File: config.mk
export PLATFORM = sky130hd
export DESIGN_NAME = fb_serializer
export DESIGN_NICKNAME = d
export VERILOG_FILES = /design/src/rtl/fb_serializer.sv
export SDC_FILE = /design/constraint.sdc
export NUM_CORES = 1
export LEC_CHECK = 0
export ABC_AREA = 1
export BUFFER_PORTS_ARGS = -buffer_cell sky130_fd_sc_hd__buf_4
export CAP_MARGIN = 10
export CORE_MARGIN = 4
export CORE_UTILIZATION = 35
export CTS_CLUSTER_SIZE = 30
export DETAILED_ROUTE_END_ITERATION = 12
export MAX_ROUTING_LAYER = met4
export PLACE_DENSITY = 0.54
export SYNTH_ARGS = -nofsm -noshare
export SYNTH_HDL_FRONTEND = slang
export SYNTH_SLANG_ARGS = --single-unit
File: constraint.sdc
create_clock -name CLK -period 1.1 [get_ports CLK]
set_input_delay 0.165 -clock CLK [delete_from_list [all_inputs] [get_ports CLK]]
set_output_delay 0.165 -clock CLK [all_outputs]
set_load 0.02 [all_outputs]
File: src/rtl/fb_serializer.sv
// -----------------------------------------------------------------------------
// fb_serializer
//
// Takes a parallel word from the upstream load register over a VALID/READY
// handshake and transmits it as a framed serial stream:
//   start bit (0), WIDTH data bits LSB-first, optional parity bit, stop bit (1).
// Every bit is held for CLKS_PER_BIT clocks. All outputs are registered.
//
// Ports:
//   CLK    in   1      system clock, rising edge
//   RST    in   1      asynchronous active-high reset
//   D      in   WIDTH  parallel word to transmit
//   VALID  in   1      D holds a word to transmit
//   READY  out  1      a word is accepted on an edge where VALID and READY
//   TX     out  1      serial output, idles high
//   BUSY   out  1      frame in progress
//   DONE   out  1      one-cycle pulse in the first idle cycle after a frame
// -----------------------------------------------------------------------------
module fb_serializer #(
  parameter int WIDTH        = 4,
  parameter int CLKS_PER_BIT = 4,
  parameter int PARITY_EN    = 1,
  parameter int PARITY_ODD   = 0
) (
  input  logic             CLK,
  input  logic             RST,
  input  logic [WIDTH-1:0] D,
  input  logic             VALID,
  output logic             READY,
  output logic             TX,
  output logic             BUSY,
  output logic             DONE
);

  // Counter widths hold CLKS_PER_BIT-1 and WIDTH-1; at least one bit each.
  localparam int CW = (CLKS_PER_BIT > 1) ? $clog2(CLKS_PER_BIT) : 1;
  localparam int BW = (WIDTH > 1) ? $clog2(WIDTH) : 1;

  localparam logic [CW-1:0] CNT_LAST = CW'(CLKS_PER_BIT - 1);
  localparam logic [CW-1:0] CNT_ONE  = CW'(1);
  localparam logic [CW-1:0] CNT_ZERO = CW'(0);
  localparam logic [BW-1:0] BIT_LAST = BW'(WIDTH - 1);
  localparam logic [BW-1:0] BIT_ONE  = BW'(1);
  localparam logic [BW-1:0] BIT_ZERO = BW'(0);

  localparam logic PAR_ODD_BIT = (PARITY_ODD != 0) ? 1'b1 : 1'b0;
  localparam logic PAR_EN_BIT  = (PARITY_EN != 0) ? 1'b1 : 1'b0;

  localparam logic [2:0] ST_IDLE   = 3'd0;
  localparam logic [2:0] ST_START  = 3'd1;
  localparam logic [2:0] ST_DATA   = 3'd2;
  localparam logic [2:0] ST_PARITY = 3'd3;
  localparam logic [2:0] ST_STOP   = 3'd4;

  // Parity of a word, inverted for odd parity.
  function automatic logic calc_parity(input logic [WIDTH-1:0] word, input logic odd);
    calc_parity = (^word) ^ odd;
  endfunction

  logic [2:0]       state_r, state_s;
  logic [CW-1:0]    clk_cnt_r, clk_cnt_s;
  logic [BW-1:0]    bit_cnt_r, bit_cnt_s;
  logic [WIDTH-1:0] shift_r, shift_s;
  logic             par_r, par_s;
  logic             tx_r, tx_s;
  logic             busy_r, busy_s;
  logic             ready_r, ready_s;
  logic             done_r, done_s;
  logic             bit_end_s;

  assign READY = ready_r;
  assign TX    = tx_r;
  assign BUSY  = busy_r;
  assign DONE  = done_r;

  // Last clock of the current serial bit.
  always_comb begin
    if (clk_cnt_r == CNT_LAST) begin
      bit_end_s = 1'b1;
    end else begin
      bit_end_s = 1'b0;
    end
  end

  // Next-state and next-output logic; outputs are computed one cycle ahead
  // so that TX/BUSY/READY/DONE all come straight from flops.
  always_comb begin
    state_s   = state_r;
    clk_cnt_s = clk_cnt_r;
    bit_cnt_s = bit_cnt_r;
    shift_s   = shift_r;
    par_s     = par_r;
    tx_s      = tx_r;
    busy_s    = busy_r;
    ready_s   = ready_r;
    done_s    = 1'b0;

    case (state_r)
      ST_IDLE: begin
        tx_s    = 1'b1;
        busy_s  = 1'b0;
        ready_s = 1'b1;
        if (VALID && ready_r) begin
          // Capture the word and its parity; later changes on D are ignored.
          shift_s   = D;
          par_s     = calc_parity(D, PAR_ODD_BIT);
          state_s   = ST_START;
          clk_cnt_s = CNT_ZERO;
          bit_cnt_s = BIT_ZERO;
          tx_s      = 1'b0;
          busy_s    = 1'b1;
          ready_s   = 1'b0;
        end else begin
          clk_cnt_s = CNT_ZERO;
          bit_cnt_s = BIT_ZERO;
        end
      end

      ST_START: begin
        if (bit_end_s) begin
          clk_cnt_s = CNT_ZERO;
          state_s   = ST_DATA;
          tx_s      = shift_r[0];
        end else begin
          clk_cnt_s = clk_cnt_r + CNT_ONE;
        end
      end

      ST_DATA: begin
        if (bit_end_s) begin
          clk_cnt_s = CNT_ZERO;
          shift_s   = shift_r >> 1;
          if (bit_cnt_r == BIT_LAST) begin
            bit_cnt_s = BIT_ZERO;
            if (PAR_EN_BIT) begin
              state_s = ST_PARITY;
              tx_s    = par_r;
            end else begin
              state_s = ST_STOP;
              tx_s    = 1'b1;
            end
          end else begin
            bit_cnt_s = bit_cnt_r + BIT_ONE;
            // Next data bit is the new LSB after the shift.
            tx_s      = shift_s[0];
          end
        end else begin
          clk_cnt_s = clk_cnt_r + CNT_ONE;
        end
      end

      ST_PARITY: begin
        if (bit_end_s) begin
          clk_cnt_s = CNT_ZERO;
          state_s   = ST_STOP;
          tx_s      = 1'b1;
        end else begin
          clk_cnt_s = clk_cnt_r + CNT_ONE;
        end
      end

      ST_STOP: begin
        if (bit_end_s) begin
          clk_cnt_s = CNT_ZERO;
          state_s   = ST_IDLE;
          tx_s      = 1'b1;
          busy_s    = 1'b0;
          ready_s   = 1'b1;
          done_s    = 1'b1;
        end else begin
          clk_cnt_s = clk_cnt_r + CNT_ONE;
        end
      end

      default: begin
        // Unreachable encodings recover to a clean idle line.
        state_s   = ST_IDLE;
        clk_cnt_s = CNT_ZERO;
        bit_cnt_s = BIT_ZERO;
        tx_s      = 1'b1;
        busy_s    = 1'b0;
        ready_s   = 1'b1;
        done_s    = 1'b0;
      end
    endcase
  end

  // State and output registers; reset aborts any frame without a DONE pulse.
  always_ff @(posedge CLK or posedge RST) begin
    if (RST) begin
      state_r   <= ST_IDLE;
      clk_cnt_r <= CNT_ZERO;
      bit_cnt_r <= BIT_ZERO;
      shift_r   <= {WIDTH{1'b0}};
      par_r     <= 1'b0;
      tx_r      <= 1'b1;
      busy_r    <= 1'b0;
      ready_r   <= 1'b1;
      done_r    <= 1'b0;
    end else begin
      state_r   <= state_s;
      clk_cnt_r <= clk_cnt_s;
      bit_cnt_r <= bit_cnt_s;
      shift_r   <= shift_s;
      par_r     <= par_s;
      tx_r      <= tx_s;
      busy_r    <= busy_s;
      ready_r   <= ready_s;
      done_r    <= done_s;
    end
  end

endmodule
==> results of run 1 <==
-- power by group --
group / leakage [nW] / switching (mW) / internal (mW) / total [mW]
Clock: 0.0210 / 0.184 / 0.201 / 0.386
Combinational: 0.452 / 1.35 / 1.19 / 2.54
Sequential: 0.197 / 0.216 / 0.867 / 1.08
Total: 0.671 / 1.75 / 2.25 / 4.01
-- worst max-delay path: stages, from the launching register on --
cell     delay [ps]
dfrtp_2         490
nor2_4          190
nand4_1         190
o21ai_4         150
o21ai_1         100
-- timing repair --
| item | in CTS | in global routing |
|---|---|---|
| resized for setup | 27 | 8 |
| hold buffers | 1 | 0 |
| pin swaps | 11 | 11 |
| setup endpoints to repair | 17 | 17 |
| endpoints found under the hold margin | 14 | 0 |
| buffers inserted | 8 | 4 |
-- cell usage after synthesis --
master   number  area, µm²
dfstp_2       2       52.6
nor2_1        5       18.8
o21ai_0       7       35.0
xor2_1        1       8.76
nand4_1       4       25.0
o21ai_4       1       16.3
nand2_4       1       11.3
a21oi_1       2       10.0
or2_1         2       12.5
o21a_1        1       7.51
inv_2         2       7.51
nor2_2        1       6.26
dfrtp_1      14        350
inv_1        12       45.0
nand3_2       2       20.0
nand3_1       9       45.0
o21ai_1       3       15.0
nor2_4        1       11.3
nand2_2       2       12.5
or2_0         1       6.26
ha_1          2       25.0
xnor2_1       1       8.76
nand2_1      31        116
-- cell type report --
type / count / area [µm²] / share of cell area [%]
timing repair buffer: 37 / 303 / 22.3
clock buffer: 4 / 36.3 / 2.67
multi-input combinational: 77 / 520 / 38.3
inverter: 14 / 60.1 / 4.42
sequential: 16 / 405 / 29.8
tap: 28 / 35.0 / 2.58
-- placed cells by master, fill, tap and decap left out, drive strengths merged --
master       instances
nand3               11
nand2               34
xor2                 1
o21ai               11
dlygate4sd3          1
dfstp                2
nand4                4
or2                  3
nor2                 7
inv                 14
dfrtp               14
a21oi                2
ha                   2
o21a                 1
buf                 36
xnor2                1
clkbuf               4
-- flip-flops by register name, summed over array words and instances (netlist names) --
signal / flops
bit_cnt_r: 2
DONE: 1
READY: 1
clk_cnt_r: 2
state_r: 3
BUSY: 1
par_r: 1
shift_r: 4
TX: 1
-- metrics by stage --
step | cell area [µm²] | hold slack [ps] | instances
finish | 1360 | 152 | 176
global placement | 1100 | 191 | 159
floorplan | 883 | 77.2 | 107
detailed placement | 1100 | 192 | 159
CTS | 1300 | 145 | 172
global route | 1360 | 154 | 176
-- per-layer routing --
layer / up-vias / global-route usage (%) / share of wire, %
li1: 429 / - / -
met1: 383 / 18.4 / 45
met2: 10 / 24.7 / 51
met3: 2 / 4.90 / 3.2
met4: 0 / 1.99 / 0.66
met5: - / - / 0
-- worst paths after layout --
kind	to	slack, ps	cells past startpoint
worst max-delay path	shift_r[3]$_DFFE_PP0P_	-140	4
worst min-delay path	shift_r[3]$_DFFE_PP0P_	150	3
worst max register to register	shift_r[3]$_DFFE_PP0P_	-140	4
worst min register to register	TX$_DFFE_PP1P_	500	2
max in group asynchronous	TX$_DFFE_PP1P_	410	4
min in group asynchronous	shift_r[1]$_DFFE_PP0P_	440	4
-- cells by family after synthesis --
kind of cell / Yosys count / share of synthesized area (%)
simple gates: 59 / 32.9
flops: 16 / 46.5
compound gates: 14 / 9.67
buf+inv: 14 / 6.06
xor+xnor: 2 / 2.02
fa+ha+maj: 2 / 2.89
==> key figures, run 1 <==
Place
  • Placer Congestion: 0.786
  • Detailed placement HPWL: 1.37 mm
  • Pre-CTS setup slack: -134 ps
  • Port Buffers: 10

Timing
  • Setup tns final: -1500 ps
  • Setup violations, final: 17
  • Tmin final: 1240 ps
  • Final Cycle Share: 112%
  • Final hold viol count: 0
  • Final Max Tran Viols: 0
  • Max transition margin: 85.8%
  • RSZ-0062 raised after global routing: true
  • Worst Setup Slack, final: -137 ps
  • Clk_skew: 3.87 ps
  • F_max: 809 MHz
  • Measured slew at the worst slew-check pin: 213 ps

Layout
  • Ant diodes: 0
  • Final core occ: 59.8%
  • Area delta synth->final: 56.9%
  • Nets: 158
  • Ratio of cells with drive above 1 in the final layout: 51.4%
  • Fillers: 214

Hold path
  • Hold Path Class: primary input to flip-flop
  • Min-delay src: D[3]

Setup path
  • CP Launch Point: state_r[2]$_DFFE_PP0P_
  • Arr. time, crit path: 1410 ps
  • Setup crit start kind: flip-flop
  • CP Max Fanout: 7
  • Crit Reg-Reg Startpoint: state_r[2]$_DFFE_PP0P_
  • Worst path required time: 1270 ps
  • CP Class: flip-flop to flip-flop
  • CP endpoint kind: flip-flop

GRT
  • GR Overflow Total: 0
  • Wire length of the first global-routing pass: 3.76 mm
  • Vias in the first global route: 833
  • GRT Util Overall: 15.0%
  • Initial antenna violation count: 0
  • Largest net degree at the start of global routing: 17

Run
  • Max Cap Viol: 0

Logic synthesis
  • Synth warnings: 0
  • Cells after synthesis: 107
  • Net Count, Synth: 116
  • Syn_area_per_cell: 8.10 µm²
  • Seq cells post-synth: 16
  • Seq/Total Area, Yosys: 46.5%
  • Yosys cell types: 23
  • Synthesized area: 867 µm²

Floorplanning
  • I/O Pins: 11
  • Die area: 3340 µm²
  • Die width: 57.8 µm
  • Die Y-Extent: 57.8 µm
  • Site row count: 17
  • Effective utilization at floorplan: 38.1%
  • CORE AREA: 2280 µm²

Power and ir drop
  • Static Leak: 0.671 nW
  • PwrDens: 2950 nW/µm²
  • Total Power: 4.01 mW
  • Worst IR Drop VDD: 2.10 mV

Status
  • Outcome: finished, violations left
  • Failing checks: negative setup slack

Clock network
  • Reg clk slew, reported paths: 90 ps
  • H-tree depth: 1
  • Worst skew pair latency: 280 ps
  • Clk root buf: clkbuf_4
  • CTS Buf Count: 3
  • TritonCTS clock tree: built
  • CTS Sinks: 16
  • CTS Buffer Depth: 2

Drt
  • Drt drc: 0
  • First drt pass iteration count: 4
  • Routed WL per cell: 12.0 µm
  • Via count: 824
  • Routed Antenna Nets: 0
  • Routed Wire Length: 2.12 mm
  • Vias per cell: 4.68
  • Initial DRC Count: 16
Power figures use the tool's default switching activity.
==> run 2, diff against run 1 <==
ABC_AREA = not set   (was 1)
==> run 2 against run 1 <==
Against the previous run:
- the flow still finishes with violations (negative setup slack)
- count of clock-buffer cells in the layout unchanged
- via count down 9.3%
- synthesized area down 0.14%
- first-iteration DRC count down 13%
- critical path depth unchanged
- die area down 0.14%
- clock skew down 2.0 ps
- core utilization up 0.27 points
- synthesized cell count down 24%
- non-clock buffer count up 3
- highest routed layer unchanged
==> key figures, run 2 <==
Logic synthesis
  • Most instantiated cells after synthesis: dfrtp_1, nand2_1, o21ai_1 (was nand2_1, dfrtp_1, inv_1)
  • Adder-Cell Fraction of Synth Area: 2.89% (about the same)
  • Fraction of registers with async set or reset after synthesis: 100% (unchanged)
  • Synth top area share: 40.5% (was 40.4%)
  • Largest cells by area after synthesis: dfrtp_1, dfstp_2, mux2i_1 (was dfrtp_1, nand2_1, dfstp_2)
  • Most common cell in the netlist: dfrtp_1 (was nand2_1)
  • Synth Area in Simple Gates: 15.8% (was 32.9%)
  • Seq cells post-synth: 16 (unchanged)
  • Seq/Total Area, Yosys: 46.5% (about the same)
  • Syn_area_per_cell: 10.7 µm² (was 8.10 µm²)
  • Yosys cell types: 36 (was 23)
  • Post-synthesis xor/xnor area fraction: 5.06% (was 2.02%)
  • Commonest register cell after synthesis: dfrtp_1 (unchanged)
  • Compound-Gate Fraction of Synth Area: 18.2% (was 9.67%)
  • Post-synth EDFFs: 0 (unchanged)
  • Cells after synthesis: 81 (was 107)
  • Net Count, Synth: 90 (was 116)
  • Area leader, netlist: dfrtp_1 (unchanged)
  • Synthesized area: 866 µm² (was 867 µm²)
  • Largest family of logic cells by synthesized area: compound AO/OA/AOI/OAI gates (was simple AND/OR/NAND/NOR gates)
  • Synth warnings: 0 (unchanged)
  • Mux share of post-synthesis cell area: 7.08% (was 0%)

Power and ir drop
  • Sw Ratio: 37.4% (was 43.8%)
  • Combinational power share: 58.7% (was 63.4%)
  • Worst IR Drop VDD: 1.78 mV (was 2.10 mV)
  • Switching Power: 1.38 mW (was 1.75 mW)
  • Static Leak: 0.642 nW (was 0.671 nW)
  • Clock share of power: 10.9% (was 9.6%)
  • Pint: 2.31 mW (was 2.25 mW)
  • Seq pwr share: 30.4% (was 27.0%)
  • PwrDens: 2700 nW/µm² (was 2950 nW/µm²)

Layout
  • Biggest regs: shift_r: 4 flops, state_r: 3 flops (unchanged)
  • Nets: 131 (was 158)
  • Number of flip-flops in the largest register: 4 (unchanged)
  • Top reg by flops: shift_r (unchanged)
  • Commonest non-fill, non-tap cells in the layout: buf_4, dfrtp_1, buf_6 (was buf_4, nand2_1, dfrtp_1)
  • Final core occ: 60.0% (was 59.8%)
  • Commonest non-fill, non-tap cell in the layout: buf_4 (unchanged)
  • Ratio of cells with drive above 1 in the final layout: 57.9% (was 51.4%)
  • Area delta synth->final: 57.8% (was 56.9%)
  • Ant diodes: 0 (unchanged)

Setup path
  • Worst flop-to-flop path endpoint: par_r$_DFFE_PP0P_ (was shift_r[3]$_DFFE_PP0P_)
  • CP endpoint kind: flip-flop (unchanged)
  • Worst reg2reg path depth: 4 (unchanged)
  • Biggest cell delay along the critical path: 500 ps (was 490 ps)
  • R2R Setup Slk: -210 ps (was -140 ps)
  • Setup crit start kind: flip-flop (unchanged)
  • CP Max Fanout: 5 (was 7)
  • Worst path required time: 1290 ps (was 1270 ps)
  • CP Launch Point: state_r[0]$_DFFE_PP0P_ (was state_r[2]$_DFFE_PP0P_)
  • Crit-path slowest cell: dfrtp_2 (unchanged)
  • CP cell instances: nor2_8 > nand3_4 > nor2_4 > mux2_4 (was nor2_4 > nand4_1 > o21ai_4 > o21ai_1)
  • Critical path capture point: par_r$_DFFE_PP0P_ (was shift_r[3]$_DFFE_PP0P_)
  • Arr. time, crit path: 1490 ps (was 1410 ps)
  • Crit Reg-Reg Startpoint: state_r[0]$_DFFE_PP0P_ (was state_r[2]$_DFFE_PP0P_)
  • CP Class: flip-flop to flip-flop (unchanged)

GRT
  • Vias in the first global route: 765 (was 833)
  • Largest net degree at the start of global routing: 17 (unchanged)
  • GR Overflow Total: 0 (unchanged)
  • GRT Util Overall: 14.2% (was 15.0%)
  • Initial antenna violation count: 0 (unchanged)
  • Wire length of the first global-routing pass: 3.55 mm (was 3.76 mm)

Hold path
  • Min-delay src: D[3] (unchanged)
  • Hold Path Class: primary input to flip-flop (unchanged)

Drt
  • Routed Wire Length: 2.15 mm (was 2.12 mm)
  • Vias per cell: 5.01 (was 4.68)
  • Routed Antenna Nets: 0 (unchanged)
  • Via count: 747 (was 824)
  • Routed WL per cell: 14.4 µm (was 12.0 µm)
  • Drt drc: 0 (unchanged)
  • Initial DRC Count: 14 (was 16)
  • First drt pass iteration count: 4 (unchanged)

Clock network
  • CTS Buf Count: 3 (unchanged)
  • CTS Buffer Depth: 2 (unchanged)
  • TritonCTS clock tree: built (unchanged)
  • Worst skew pair latency: 290 ps (was 280 ps)
  • Clk root buf: clkbuf_4 (unchanged)
  • CTS Sinks: 16 (unchanged)
  • Reg clk slew, reported paths: 100 ps (was 90 ps)
  • H-tree depth: 1 (unchanged)

Floorplanning
  • CORE AREA: 2280 µm² (unchanged)
  • Effective utilization at floorplan: 38.0% (was 38.1%)
  • I/O Pins: 11 (unchanged)
  • Die Y-Extent: 57.7 µm (was 57.8 µm)
  • Die width: 57.7 µm (was 57.8 µm)
  • Site row count: 17 (unchanged)
  • Die area: 3330 µm² (was 3340 µm²)

Place
  • Placer Congestion: 0.826 (was 0.786)
  • Port Buffers: 10 (unchanged)
  • Detailed placement HPWL: 1.54 mm (was 1.37 mm)

Timing
  • Measured slew at the worst slew-check pin: 235 ps (was 213 ps)
  • Final Max Tran Viols: 0 (unchanged)
  • F_max: 766 MHz (was 809 MHz)
  • RSZ-0062 raised after global routing: true (unchanged)
  • Clk_skew: 1.88 ps (was 3.87 ps)
  • Max transition margin: 84.1% (was 85.8%)
  • Final Cycle Share: 119% (was 112%)
  • Tmin final: 1310 ps (was 1240 ps)
  • Final hold viol count: 0 (unchanged)
  • Worst Setup Slack, final: -206 ps (was -137 ps)
  • Setup tns final: -1680 ps (was -1500 ps)
  • Setup violations, final: 16 (was 17)

Status
  • Failing checks: negative setup slack (unchanged)
  • Outcome: finished, violations left (unchanged)

Run
  • Max Cap Viol: 0 (unchanged)
[run 2: changes by cell type in the layout (fill, tap and decap cells not counted), moves of 3 or more]
cell     previous run  this run
buf_4              30        27
nand2_1            22         6
inv_1               8         2
o21ai_0             4         1
inv_4               3         0
buf_6               6        11
nand2_4             4         1
nand3_1             5         1
nand2_2             8         2
nand3_2             3         0
nand4_1             4         0
mux2i_1             0         5
[run 2: how the worst min path moves through the flow]
stage                                   endpoint  slack (ps)  cells after the start
after floorplan                 BUSY$_DFFE_PP0P_          80                      1
after CTS                 shift_r[3]$_DFFE_PP0P_         120                      3
after detailed placement  shift_r[0]$_DFFE_PP0P_         200                      3
after global placement    shift_r[1]$_DFFE_PP0P_         200                      3
after global routing      shift_r[3]$_DFFE_PP0P_         110                      3
final                     shift_r[3]$_DFFE_PP0P_         130                      3
[run 2: metal layers]
metal	share of wire (%)	track usage [%]	wire (µm)
met1	46	18.9	984
met2	49	21.1	1060
met3	3.9	4.68	84
met4	0.79	2.98	17
met5	0	-	0
[run 2: worst max-delay path, delay by kind of cell (launching register included)]
family	cells	cell delay, ps
flip-flops	1	500
multiplexers	1	300
AND/OR/NAND/NOR	3	400
[run 2: cell families (layout without fill, tap and decap cells)]
logic type | Yosys count | in the layout
mux | 6 | 6
xor+xnor | 5 | 5
fa+ha+maj | 2 | 2
simple gates | 22 | 22
flops | 16 | 16
compound gates | 23 | 23
buf+inv | 7 | 47
[run 2: final cells by class]
class                   instances  area, µm²
inverters                       3       11.3
multi-input cells              58        522
repair buffers                 40        357
flip-flops and latches         16        405
clock buffers                   4       36.3
well taps                      28       35.0
fillers                       193        910
[run 2: per-stage QoR]
stage	std cells	cell area [µm²]	total power, mW	setup slack, ps	hold WS, ps
2_1_floorplan	81	910	2.16	-152	77.2
4_1_cts	144	1250	3.39	-181	119
3_5_place_dp	135	1130	2.75	-177	204
5_1_grt	149	1370	3.97	-249	112
6_report	149	1370	3.69	-206	134
3_3_place_gp	135	1130	2.70	-155	195
[run 2: power by group through the flow]
stage	sequential (mW)	clock, mW	combinational, mW
after floorplan	1.10	0	1.06
after global placement	1.11	0	1.59
after detailed placement	1.12	0	1.63
after CTS	1.11	0.419	1.86
after global routing	1.16	0.450	2.36
final	1.12	0.401	2.17
[run 2: what timing repair did]
action,4_1_cts,5_1_grt
setup buffers,4,5
resized for setup,6,19
endpoints found under the hold margin,14,0
endpoints found under the setup margin,18,18
pin swaps,5,10
hold buffers,1,0
gates cloned,0,0
==> run 3, diff against run 2 <==
CORE_MARGIN = not set   (was 4)
==> run 3 against run 2 <==
Against the previous run:
- the flow still finishes with violations (negative setup slack)
- largest power group unchanged
- critical endpoint unchanged
- global-route usage rose by 3.8 points
- combinational power fell by 8%
- first-iteration DRC count fell by 71%
- count of clock-buffer cells in the layout did not move
- final cell count fell by 2.0%
- critical path depth did not move
- wire length fell by 8.4%
==> key figures, run 3 (synthesis gave the netlist of run 2 again) <==
Timing
  • Clk_skew: 4.43 ps (was 1.88 ps)
  • RSZ-0062 raised after global routing: true (unchanged)
  • Final hold viol count: 0 (unchanged)
  • Final Cycle Share: 115% (was 119%)
  • Hold_ws: 132 ps (was 134 ps)
  • Max transition margin: 85.8% (was 84.1%)
  • F_max: 792 MHz (was 766 MHz)
  • Worst Setup Slack, final: -162 ps (was -206 ps)
  • Final Max Tran Viols: 0 (unchanged)
  • Setup violations, final: 15 (was 16)
  • Tmin final: 1260 ps (was 1310 ps)
  • Measured slew at the worst slew-check pin: 213 ps (was 235 ps)

Layout
  • Biggest regs: shift_r: 4 flops, state_r: 3 flops (unchanged)
  • Commonest non-fill, non-tap cells in the layout: buf_4, dfrtp_1, buf_6 (unchanged)
  • Area delta synth->final: 52.5% (was 57.8%)
  • Commonest non-fill, non-tap cell in the layout: buf_4 (unchanged)
  • Nets: 128 (was 131)
  • Number of flip-flops in the largest register: 4 (unchanged)
  • Ant diodes: 0 (unchanged)
  • Top reg by flops: shift_r (unchanged)
  • Ratio of cells with drive above 1 in the final layout: 55.1% (was 57.9%)

Power and ir drop
  • Sw Ratio: 37.4% (about the same)
  • Worst IR Drop VDD: 1.52 mV (was 1.78 mV)
  • PwrDens: 2680 nW/µm² (was 2700 nW/µm²)
  • Seq pwr share: 32.0% (was 30.4%)
  • Pint: 2.21 mW (was 2.31 mW)
  • Clock share of power: 11.3% (was 10.9%)
  • Total Power: 3.53 mW (was 3.69 mW)
  • Static Leak: 0.601 nW (was 0.642 nW)
  • Switching Power: 1.32 mW (was 1.38 mW)
  • Combinational power share: 56.6% (was 58.7%)

GRT
  • Wire length of the first global-routing pass: 3.30 mm (was 3.55 mm)
  • Initial antenna violation count: 0 (unchanged)
  • Vias in the first global route: 731 (was 765)
  • Largest net degree at the start of global routing: 17 (unchanged)
  • GR Overflow Total: 0 (unchanged)
  • GRT Util Overall: 18.1% (was 14.2%)

Status
  • Failing checks: negative setup slack (unchanged)
  • Outcome: finished, violations left (unchanged)

Run
  • Max Cap Viol: 0 (unchanged)

Setup path
  • Setup crit start kind: flip-flop (unchanged)
  • Arr. time, crit path: 1450 ps (was 1490 ps)
  • CP Class: flip-flop to flip-flop (unchanged)
  • CP endpoint kind: flip-flop (unchanged)
  • Worst path required time: 1290 ps (about the same)
  • Worst reg2reg path depth: 4 (unchanged)
  • Crit Reg-Reg Startpoint: state_r[0]$_DFFE_PP0P_ (unchanged)
  • R2R Setup Slk: -160 ps (was -210 ps)
  • Worst flop-to-flop path endpoint: par_r$_DFFE_PP0P_ (unchanged)
  • CP Max Fanout: 3 (was 5)

Place
  • Detailed placement HPWL: 1.45 mm (was 1.54 mm)
  • Placer Congestion: 0.758 (was 0.826)
  • Port Buffers: 10 (unchanged)

Clock network
  • TritonCTS clock tree: built (unchanged)
  • CTS Buf Count: 3 (unchanged)
  • Worst skew pair latency: 290 ps (about the same)
  • H-tree depth: 1 (unchanged)
  • Reg clk slew, reported paths: 100 ps (about the same)
  • Clk root buf: clkbuf_4 (unchanged)
  • CTS Buffer Depth: 2 (unchanged)
  • CTS Sinks: 16 (unchanged)

Hold path
  • Min-delay src: D[3] (unchanged)
  • Hold Path Class: primary input to flip-flop (unchanged)
  • End point of the worst hold path: shift_r[3]$_DFFE_PP0P_ (unchanged)
  • Hold path depth: 3 (unchanged)

Drt
  • Routed Antenna Nets: 0 (unchanged)
  • Via count: 732 (was 747)
  • Routed Wire Length: 1.97 mm (was 2.15 mm)
  • Routed WL per cell: 13.5 µm (was 14.4 µm)
  • Initial DRC Count: 4 (was 14)
  • Vias per cell: 5.01 (about the same)
  • First drt pass iteration count: 4 (unchanged)
  • Drt drc: 0 (unchanged)

Floorplanning
  • Site row count: 17 (unchanged)
  • Die Y-Extent: 51.7 µm (was 57.7 µm)
  • Effective utilization at floorplan: 38.0% (unchanged)
  • Die area: 2680 µm² (was 3330 µm²)
  • CORE AREA: 2280 µm² (unchanged)
  • Die width: 51.7 µm (was 57.7 µm)
  • I/O Pins: 11 (unchanged)
-- run 3: layout make-up --
| cell class | count | area [µm²] |
|---|---|---|
| well taps | 28 | 35.0 |
| flip-flops and latches | 16 | 405 |
| repair buffers | 37 | 319 |
| clock buffers | 4 | 36.3 |
| inverters | 3 | 11.3 |
| fillers | 197 | 956 |
| multi-input cells | 58 | 513 |
-- run 3: worst max-delay path, stage by stage (launching register included) --
cell and delay, ps:
dfrtp_2 480, nor2_8 150, nand3_4 100, nor2_4 130, mux2_4 310
-- run 3: what timing repair did --
action,4_1_cts,5_1_grt
pin swaps,11,5
setup endpoints to repair,18,17
resized for setup,15,4
hold endpoints to repair,14,0
buffers inserted,3,1
hold buffers,1,0
-- run 3: power groups by stage --
stage               registers [mW]  clock network [mW]  logic (mW)
floorplan                     1.10                   0        1.06
detailed placement            1.12                   0        1.65
finish                        1.13               0.400        2.00
global route                  1.17               0.444        2.16
global placement              1.11                   0        1.64
CTS                           1.13               0.411        1.93
-- run 3: worst max-delay path by stage --
stage | cells after the start | start | slack (ps) | endpoint
finish | 4 | state_r[0]$_DFFE_PP0P_ | -160 | par_r$_DFFE_PP0P_
global route | 4 | state_r[0]$_DFFE_PP0P_ | -210 | par_r$_DFFE_PP0P_
CTS | 4 | state_r[0]$_DFFE_PP0P_ | -170 | par_r$_DFFE_PP0P_
detailed placement | 4 | state_r[1]$_DFFE_PP0P_ | -190 | par_r$_DFFE_PP0P_
global placement | 4 | state_r[1]$_DFFE_PP0P_ | -170 | par_r$_DFFE_PP0P_
floorplan | 3 | READY$_DFFE_PP1P_ | -150 | par_r$_DFFE_PP0P_
-- run 3: per-stage QoR --
stage	util [%]	cell area, µm²	setup WS (ps)	setup TNS, ps	cells
final	58.0	1320	-162	-1370	146
after global routing	58.0	1320	-207	-2310	146
after CTS	56.8	1290	-173	-1570	145
after detailed placement	50.4	1150	-194	-1860	137
after global placement	50.4	1150	-165	-1360	137
after floorplan	-	910	-152	-670	81
-- run 3: layer usage --
| metal | part of all wire (%) | global-route usage (%) | wire [µm] | vias to the layer above |
|---|---|---|---|---|
| met2 | 47 | 27.9 | 923 | 12 |
| met4 | 2.5 | 11.3 | 49 | 0 |
| met5 | 0 | - | 0 | - |
| met1 | 48 | 21.9 | 942 | 349 |
| li1 | - | - | - | 366 |
| met3 | 2.7 | 2.92 | 54 | 5 |
